===== src/rtl/pipelined_add_sub_if.sv =====
// -----------------------------------------------------------------------------
// pipelined_add_sub_if
// Stream bundle for the pipelined adder/subtractor.
//   Request side : a, b, cin, sub, in_valid   (upstream -> adder)
//                  in_ready                   (adder -> upstream)
//   Result side  : sum, carry, overflow, out_valid (adder -> downstream)
//                  out_ready                  (downstream -> adder)
// Modports:
//   master - the environment around the adder (drives operands, takes results)
//   slave  - the adder itself
// -----------------------------------------------------------------------------
interface pipelined_add_sub_if #(
  parameter int WIDTH = 8
);
  logic [WIDTH-1:0] a;
  logic [WIDTH-1:0] b;
  logic             cin;
  logic             sub;
  logic             in_valid;
  logic             in_ready;
  logic             out_valid;
  logic             out_ready;
  logic [WIDTH-1:0] sum;
  logic             carry;
  logic             overflow;

  modport master (
    output a, b, cin, sub, in_valid, out_ready,
    input  in_ready, out_valid, sum, carry, overflow
  );

  modport slave (
    input  a, b, cin, sub, in_valid, out_ready,
    output in_ready, out_valid, sum, carry, overflow
  );
endinterface


===== src/rtl/pipelined_add_sub.sv =====
// -----------------------------------------------------------------------------
// pipelined_add_sub
// Streaming adder/subtractor whose carry ripples one CHUNK-bit slice per clock,
// so the critical path stays one CHUNK-bit add regardless of WIDTH.
//   sub=0 : sum = a + b + cin
//   sub=1 : sum = a - b  (computed as a + ~b + 1, cin ignored)
// carry is the MSB carry-out (for subtraction 1 means "no borrow", a >= b
// unsigned); overflow flags two's-complement overflow.
//
// Parameters:
//   WIDTH - operand/result width, a multiple of CHUNK and >= CHUNK
//   CHUNK - slice width handled per stage; STAGES = WIDTH/CHUNK
// Ports:
//   clk  - rising-edge clock
//   rst  - asynchronous, active-high reset; discards everything in flight
//   bus  - pipelined_add_sub_if.slave (operand stream in, result stream out)
//
// The whole pipeline advances together whenever the output register is empty
// or being drained (adv); otherwise every stage holds. in_ready is adv itself,
// so it is combinational from out_ready.
// -----------------------------------------------------------------------------
module pipelined_add_sub #(
  parameter int WIDTH = 8,
  parameter int CHUNK = 4
) (
  input  logic               clk,
  input  logic               rst,
  pipelined_add_sub_if.slave bus
);
  localparam int STAGES = WIDTH / CHUNK;
  localparam int LAST   = STAGES - 1;

  // Per-stage state. Stage s has resolved slices 0..s of the sum; a_q/b_q carry
  // the operands forward (b already conditionally inverted) so the remaining
  // upper slices can be added later.
  logic [STAGES-1:0]            valid_q, valid_d;
  logic [STAGES-1:0][WIDTH-1:0] a_q,     a_d;
  logic [STAGES-1:0][WIDTH-1:0] b_q,     b_d;
  logic [STAGES-1:0][WIDTH-1:0] sum_q,   sum_d;
  logic [STAGES-1:0]            carry_q, carry_d;

  logic             adv;
  logic [WIDTH-1:0] b_eff;
  logic             carry_in;
  logic [CHUNK:0]   slice0;
  logic [CHUNK:0]   slice_k;

  assign adv = ~valid_q[LAST] | bus.out_ready;

  always_comb begin
    // Default: every stage holds.
    valid_d  = valid_q;
    a_d      = a_q;
    b_d      = b_q;
    sum_d    = sum_q;
    carry_d  = carry_q;
    slice_k  = '0;

    // Subtraction is a + ~b + 1: invert b and force the slice-0 carry-in.
    b_eff    = bus.b ^ {WIDTH{bus.sub}};
    carry_in = bus.sub ? 1'b1 : bus.cin;
    slice0   = {1'b0, bus.a[CHUNK-1:0]} + {1'b0, b_eff[CHUNK-1:0]}
             + {{CHUNK{1'b0}}, carry_in};

    if (adv) begin
      // Entry stage: a cycle without a transfer injects a bubble.
      valid_d[0]            = bus.in_valid;
      a_d[0]                = bus.a;
      b_d[0]                = b_eff;
      sum_d[0]              = '0;
      sum_d[0][CHUNK-1:0]   = slice0[CHUNK-1:0];
      carry_d[0]            = slice0[CHUNK];

      // Stage s resolves slice s from the carry left by stage s-1 and keeps
      // the lower slices already computed.
      for (int s = 1; s < STAGES; s++) begin
        slice_k = {1'b0, a_q[s-1][s*CHUNK +: CHUNK]}
                + {1'b0, b_q[s-1][s*CHUNK +: CHUNK]}
                + {{CHUNK{1'b0}}, carry_q[s-1]};
        valid_d[s]                 = valid_q[s-1];
        a_d[s]                     = a_q[s-1];
        b_d[s]                     = b_q[s-1];
        sum_d[s]                   = sum_q[s-1];
        sum_d[s][s*CHUNK +: CHUNK] = slice_k[CHUNK-1:0];
        carry_d[s]                 = slice_k[CHUNK];
      end
    end
  end

  always_ff @(posedge clk or posedge rst) begin
    if (rst) begin
      valid_q <= '0;
      a_q     <= '0;
      b_q     <= '0;
      sum_q   <= '0;
      carry_q <= '0;
    end else begin
      valid_q <= valid_d;
      a_q     <= a_d;
      b_q     <= b_d;
      sum_q   <= sum_d;
      carry_q <= carry_d;
    end
  end

  assign bus.in_ready  = adv;
  assign bus.out_valid = valid_q[LAST];
  assign bus.sum       = sum_q[LAST];
  assign bus.carry     = carry_q[LAST];
  // Overflow: operands (with b post-inversion) share a sign and the result
  // sign differs. All three terms are zero in reset, so overflow resets to 0.
  assign bus.overflow  = (a_q[LAST][WIDTH-1] == b_q[LAST][WIDTH-1]) &
                         (sum_q[LAST][WIDTH-1] != a_q[LAST][WIDTH-1]);
endmodule


===== src/flat_wrapper.sv =====
// flat-port wrapper written by rule: the top's interface ports become plain ports
module pipelined_add_sub_flat 
#(
  parameter int WIDTH = 8,
  parameter int CHUNK = 4
)
  (clk, rst, bus_a, bus_b, bus_cin, bus_sub, bus_in_valid, bus_out_ready, bus_in_ready, bus_out_valid, bus_sum, bus_carry, bus_overflow);
  pipelined_add_sub_if #(.WIDTH(WIDTH)) bus_i ();
  input  logic clk;
  input  logic rst;
  input wire logic [$bits(bus_i.a)-1:0] bus_a;
  input wire logic [$bits(bus_i.b)-1:0] bus_b;
  input wire logic [$bits(bus_i.cin)-1:0] bus_cin;
  input wire logic [$bits(bus_i.sub)-1:0] bus_sub;
  input wire logic [$bits(bus_i.in_valid)-1:0] bus_in_valid;
  input wire logic [$bits(bus_i.out_ready)-1:0] bus_out_ready;
  output wire logic [$bits(bus_i.in_ready)-1:0] bus_in_ready;
  output wire logic [$bits(bus_i.out_valid)-1:0] bus_out_valid;
  output wire logic [$bits(bus_i.sum)-1:0] bus_sum;
  output wire logic [$bits(bus_i.carry)-1:0] bus_carry;
  output wire logic [$bits(bus_i.overflow)-1:0] bus_overflow;
  assign bus_i.a = bus_a;
  assign bus_i.b = bus_b;
  assign bus_i.cin = bus_cin;
  assign bus_i.sub = bus_sub;
  assign bus_i.in_valid = bus_in_valid;
  assign bus_i.out_ready = bus_out_ready;
  assign bus_in_ready = bus_i.in_ready;
  assign bus_out_valid = bus_i.out_valid;
  assign bus_sum = bus_i.sum;
  assign bus_carry = bus_i.carry;
  assign bus_overflow = bus_i.overflow;
  pipelined_add_sub #(.WIDTH(WIDTH), .CHUNK(CHUNK)) u_core (.clk(clk), .rst(rst), .bus(bus_i));
endmodule

===== config.mk =====
export PLATFORM = sky130hd
export DESIGN_NAME = pipelined_add_sub_flat
export DESIGN_NICKNAME = d
export VERILOG_FILES = /design/src/rtl/pipelined_add_sub_if.sv /design/src/rtl/pipelined_add_sub.sv /design/src/flat_wrapper.sv
export SDC_FILE = /design/constraint.sdc
export NUM_CORES = 1
export LEC_CHECK = 0
export CORE_MARGIN = 5
export CORE_UTILIZATION = 52
export DETAILED_ROUTE_END_ITERATION = 10
export PLACE_DENSITY = 0.81
export SYNTH_ARGS = -nofsm -noshare
export SYNTH_HDL_FRONTEND = slang
export SYNTH_SLANG_ARGS = --single-unit
export TNS_END_PERCENT = 10

===== constraint.sdc =====
create_clock -name clk -period 4.44 [get_ports clk]
set_input_delay 0.666 -clock clk [delete_from_list [all_inputs] [get_ports clk]]
set_output_delay 0.666 -clock clk [all_outputs]
set_load 0.01 [all_outputs]

# Word level (Yosys, flattened, before mapping)
# Index checks and enable logic that the tools add are counted.
# classes
n_addsub	4
eq_ne	2
mux	1
n_bitwise	4
# ops
op	n
$add A4 B4 Y5	2
$add A5 B1 Y5	2
$xor A8 B8 Y8	1
$and A1 B1 Y1	1
$eq A1 B1 Y1	1
$mux W1	1
$ne A1 B1 Y1	1
$not A1 Y1	1
$or A1 B1 Y1	1
# word_totals
register_bits	48
out_inout_bits	12
elab_cells	19

# Depth between registers and ports, before layout
# logic_depth
depth_word	3
ltp_mapped	7

# Worst setup path after synthesis
# OpenSTA, ideal clock, no wires.
# synth_path
path_kind	input -> register
from	input port bus_sub
to	register u_core.carry_q[0]
setup_time_ns	0.122
arrival_time_ns	2.327
required_time_ns	4.318
path_slack_ns	1.991
stages	7
cell_sequence	buf_4 -> or2_2 -> fa_1 -> fa_1 -> a21o_1 -> a21oi_1 -> a21oi_2
# synth_via
elab_chain_cells	3
# synth_lines
item	line	source
from (decl)	flat_wrapper.sv:14	input wire logic [$bits(bus_i.sub)-1:0] bus_sub;
$xor A8 B8 Y8	pipelined_add_sub.sv:60	b_eff = bus.b ^ {WIDTH{bus.sub}};
$add A4 B4 Y5	pipelined_add_sub.sv:62	slice0 = {1'b0, bus.a[CHUNK-1:0]} + {1'b0, b_eff[CHUNK-1:0]}
$add A5 B1 Y5 (*)	pipelined_add_sub.sv:63	+ {{CHUNK{1'b0}}, carry_in};
to (signal assigned)	pipelined_add_sub.sv:102	carry_q <= carry_d;
to (decl)	pipelined_add_sub.sv:40	logic [STAGES-1:0] carry_q, carry_d;
# Every way passes the cells marked *; elsewhere a longest branch is shown, timed or not.
# A chain may end at the register's enable or synchronous reset.

# Worst setup path after layout
# layout_path
from	input port bus_out_ready
to	output port bus_in_ready
# layout_via
elab_chain_cells	1
# layout_lines
item	line	source
from (decl)	flat_wrapper.sv:16	input wire logic [$bits(bus_i.out_ready)-1:0] bus_out_ready;
$or A1 B1 Y1	pipelined_add_sub.sv:48	assign adv = ~valid_q[LAST] | bus.out_ready;
to (decl)	flat_wrapper.sv:17	output wire logic [$bits(bus_i.in_ready)-1:0] bus_in_ready;
# No other way between the ends.

==> run metrics <==
result of the run=complete, no violations; IO buf count=33; first-pass GRT wire length=4410 µm; vias in the first global route=1,022; sequential share of the synthesized area=0.459; WL final=2450 µm; Root Driver=clkbuf_4; setup slack at placement=1.31 ns; Worst-Margin Slew=0.941 ns; CTS sink cnt=26; PnR worst setup slack=1.39 ns; final hold viol count=0; CP Launch Type=primary input; GR Util All Layers=0.138; hold_buf cts=0; Final nets=201; Synth Cell Area=1420 µm²; Final min period=3.05 ns; post-route setup TNS=0 ns; post-CTS sizing=0; initial antenna violation count=0; Clock Tree Buf Depth=2; Max IR drop VDD=0.000273 V; post-CTS setup buffers=0; worst hold path startpoint=u_core.bus.sum[4]; fillcell total=237; non-filler cells, final=199; Slew headroom=0.372; CP Capture Type=output pin; worst setup path start=bus_out_ready; synth unique cells=22; # IOs=34; Yosys reg bits=26; Reg clk slew, reported paths=0.13 ns; most frequent CP cell=clkdlybuf4s50_1; drt first pass iters=4; total die area=3870 µm²; Crit path arrival time=2.38 ns; Initial DRC Count=30; vias=1,000; WS Path Type=primary input to output pin; Initial Util=0.528; die width=62.2 µm; layout cell share with drive strength beyond 1=0.0714; average instance area after synthesis=9.79 µm²; critical path required time=3.77 ns; FP Rows=19; cells after synthesis=145; CP max stage cell=clkdlybuf4s50_1; Core Footprint=2690 µm²; Setup-failing EPs final=0; Post-Place Cells=195; post-synth net total=177; Hold Crit Class=flip-flop to flip-flop; Clock Latency Late Sink=0.33 ns; Avg WL per Cell=12.3 µm; yosys warns=0; slowest stage delay, CP=0.55 ns; LEAKAGE=0.805 nW; Max Cap Viol=0; Clock Skews=0.00696 ns; H-tree depth=1; total CTS buffers=3; Final GP Congestion=0.850; DR vias/cell=5.03; cell area power density=428 nW/µm²; fin. max-slew vios=0; Die Ht=62.2 µm; CP top delay family=buffers and inverters; period utilisation layout=0.686; RSZ-0062 raised after global routing=false; grt total ovfl=0; CP Buf/Inv Count=3; # DRC=0; clock tree from TritonCTS=built; area grow syn2layout=20.4%; critical path peak fanout=27; DRT antenna net count=0; fmax=328 MHz; largest net degree at the start of global routing=28; reg2reg start=u_core.carry_q[0]; crit-path cells=clkdlybuf4s50_1 -> nor2b_4 -> inv_6 -> clkdlybuf4s50_1; Final Power=0.000731 W; antenna fix cells=0; Final HPWL DP=1980 µm
-- power breakdown --
| group | internal [W] | switching (W) |
|---|---|---|
| combinational | 0.000149 | 0.000125 |
| clock | 0.0000503 | 0.0000710 |
| sequential | 0.000298 | 0.0000372 |
-- cell families (layout without fill, tap and decap cells) --
family	Yosys count	after routing	synth area share
adders and majority gates	10	10	0.109
xor gates and xnor gates	12	12	0.0741
buffers and inverters	19	42	0.0988
DFF	26	26	0.459
AOI/OAI and AO/OA	20	20	0.0891
and+or+nand+nor	58	58	0.170
-- cell type report --
type	instances	area, µm²	share of cell area
Timing Repair Buffer	33	330	0.193
Tap cell	31	38.8	0.0227
Sequential cell	26	651	0.381
Multi-Input combinational cell	100	628	0.368
Inverter	5	23.8	0.0139
Clock buffer	4	36.3	0.0212
-- worst register-to-register path, delay by kind of cell (launching register included) --
kind                     cells  cell delay, ns
AO/OA/AOI/OAI                3            0.44
adder cells (fa/ha/maj)      1            0.48
flip-flops                   1            0.44
XOR/XNOR                     1            0.17
-- path summary, 6_finish.rpt --
| check | slack (ns) | endpoint | depth (start not counted) |
|---|---|---|---|
| max reg2reg | 2.81 | u_core.bus.sum[7] | 5 |
| min | 0.48 | u_core.bus.sum[4] | 2 |
| min in group asynchronous | 0.83 | u_core.a_q[15] | 2 |
| min reg2reg | 0.48 | u_core.bus.sum[4] | 2 |
| max | 1.39 | bus_in_ready | 4 |
| max in group asynchronous | 3.04 | u_core.bus.sum[1] | 2 |
-- stage by stage --
| stage | hold WS, ns | util | area [µm²] |
|---|---|---|---|
| floorplan | 0.430 | - | 1420 |
| global placement | 0.451 | 0.622 | 1670 |
| detailed placement | 0.457 | 0.622 | 1670 |
| CTS | 0.490 | 0.636 | 1710 |
| global route | 0.518 | 0.636 | 1710 |
| finish | 0.485 | 0.636 | 1710 |
-- Yosys cell counts --
| cell type | count | area (µm²) |
|---|---|---|
| a21o_1 | 3 | 22.5 |
| a21oi_1 | 4 | 20.0 |
| a21oi_2 | 3 | 26.3 |
| buf_4 | 11 | 82.6 |
| buf_6 | 3 | 33.8 |
| dfrtp_1 | 26 | 651 |
| fa_1 | 4 | 80.1 |
| ha_1 | 6 | 75.1 |
| inv_1 | 4 | 15.0 |
| inv_6 | 1 | 8.76 |
| nand2_1 | 47 | 176 |
| nand2b_1 | 2 | 12.5 |
| nand3b_1 | 1 | 7.51 |
| nor2_1 | 5 | 18.8 |
| nor2b_1 | 1 | 6.26 |
| nor2b_4 | 1 | 13.8 |
| o21ai_0 | 7 | 35.0 |
| o21ai_1 | 1 | 5.00 |
| o21ai_2 | 2 | 17.5 |
| or2_2 | 1 | 6.26 |
| xnor2_1 | 4 | 35.0 |
| xor2_1 | 8 | 70.1 |
-- sequential cells by signal, indices dropped and copies added, names as in the netlist --
register	flops
u_core.a_q	5
u_core.b_q	5
u_core.bus.sum	8
u_core.carry_q	2
u_core.sum_q	4
u_core.valid_q	2
-- layer usage --
metal / track usage / vias up / part of all wire
met1: 0.161 / 477 / 0.43
met3: 0.0252 / 4 / 0.042
met5: 0 / - / 0
met2: 0.250 / 28 / 0.51
li1: - / 491 / -
met4: 0.0488 / 0 / 0.017
-- layout by cell type, fill, tap and decap left out, types with 2 or more instances in the layout --
cell / count
ha_1: 6
fa_1: 4
a21o_1: 3
xnor2_1: 4
clkbuf_4: 3
nand2b_1: 2
dfrtp_1: 26
xor2_1: 8
clkdlybuf4s50_1: 33
a21oi_2: 3
o21ai_2: 2
inv_1: 4
nor2_1: 5
nand2_1: 47
o21ai_0: 7
a21oi_1: 4
Note: power is estimated with default switching activity, not from simulation.
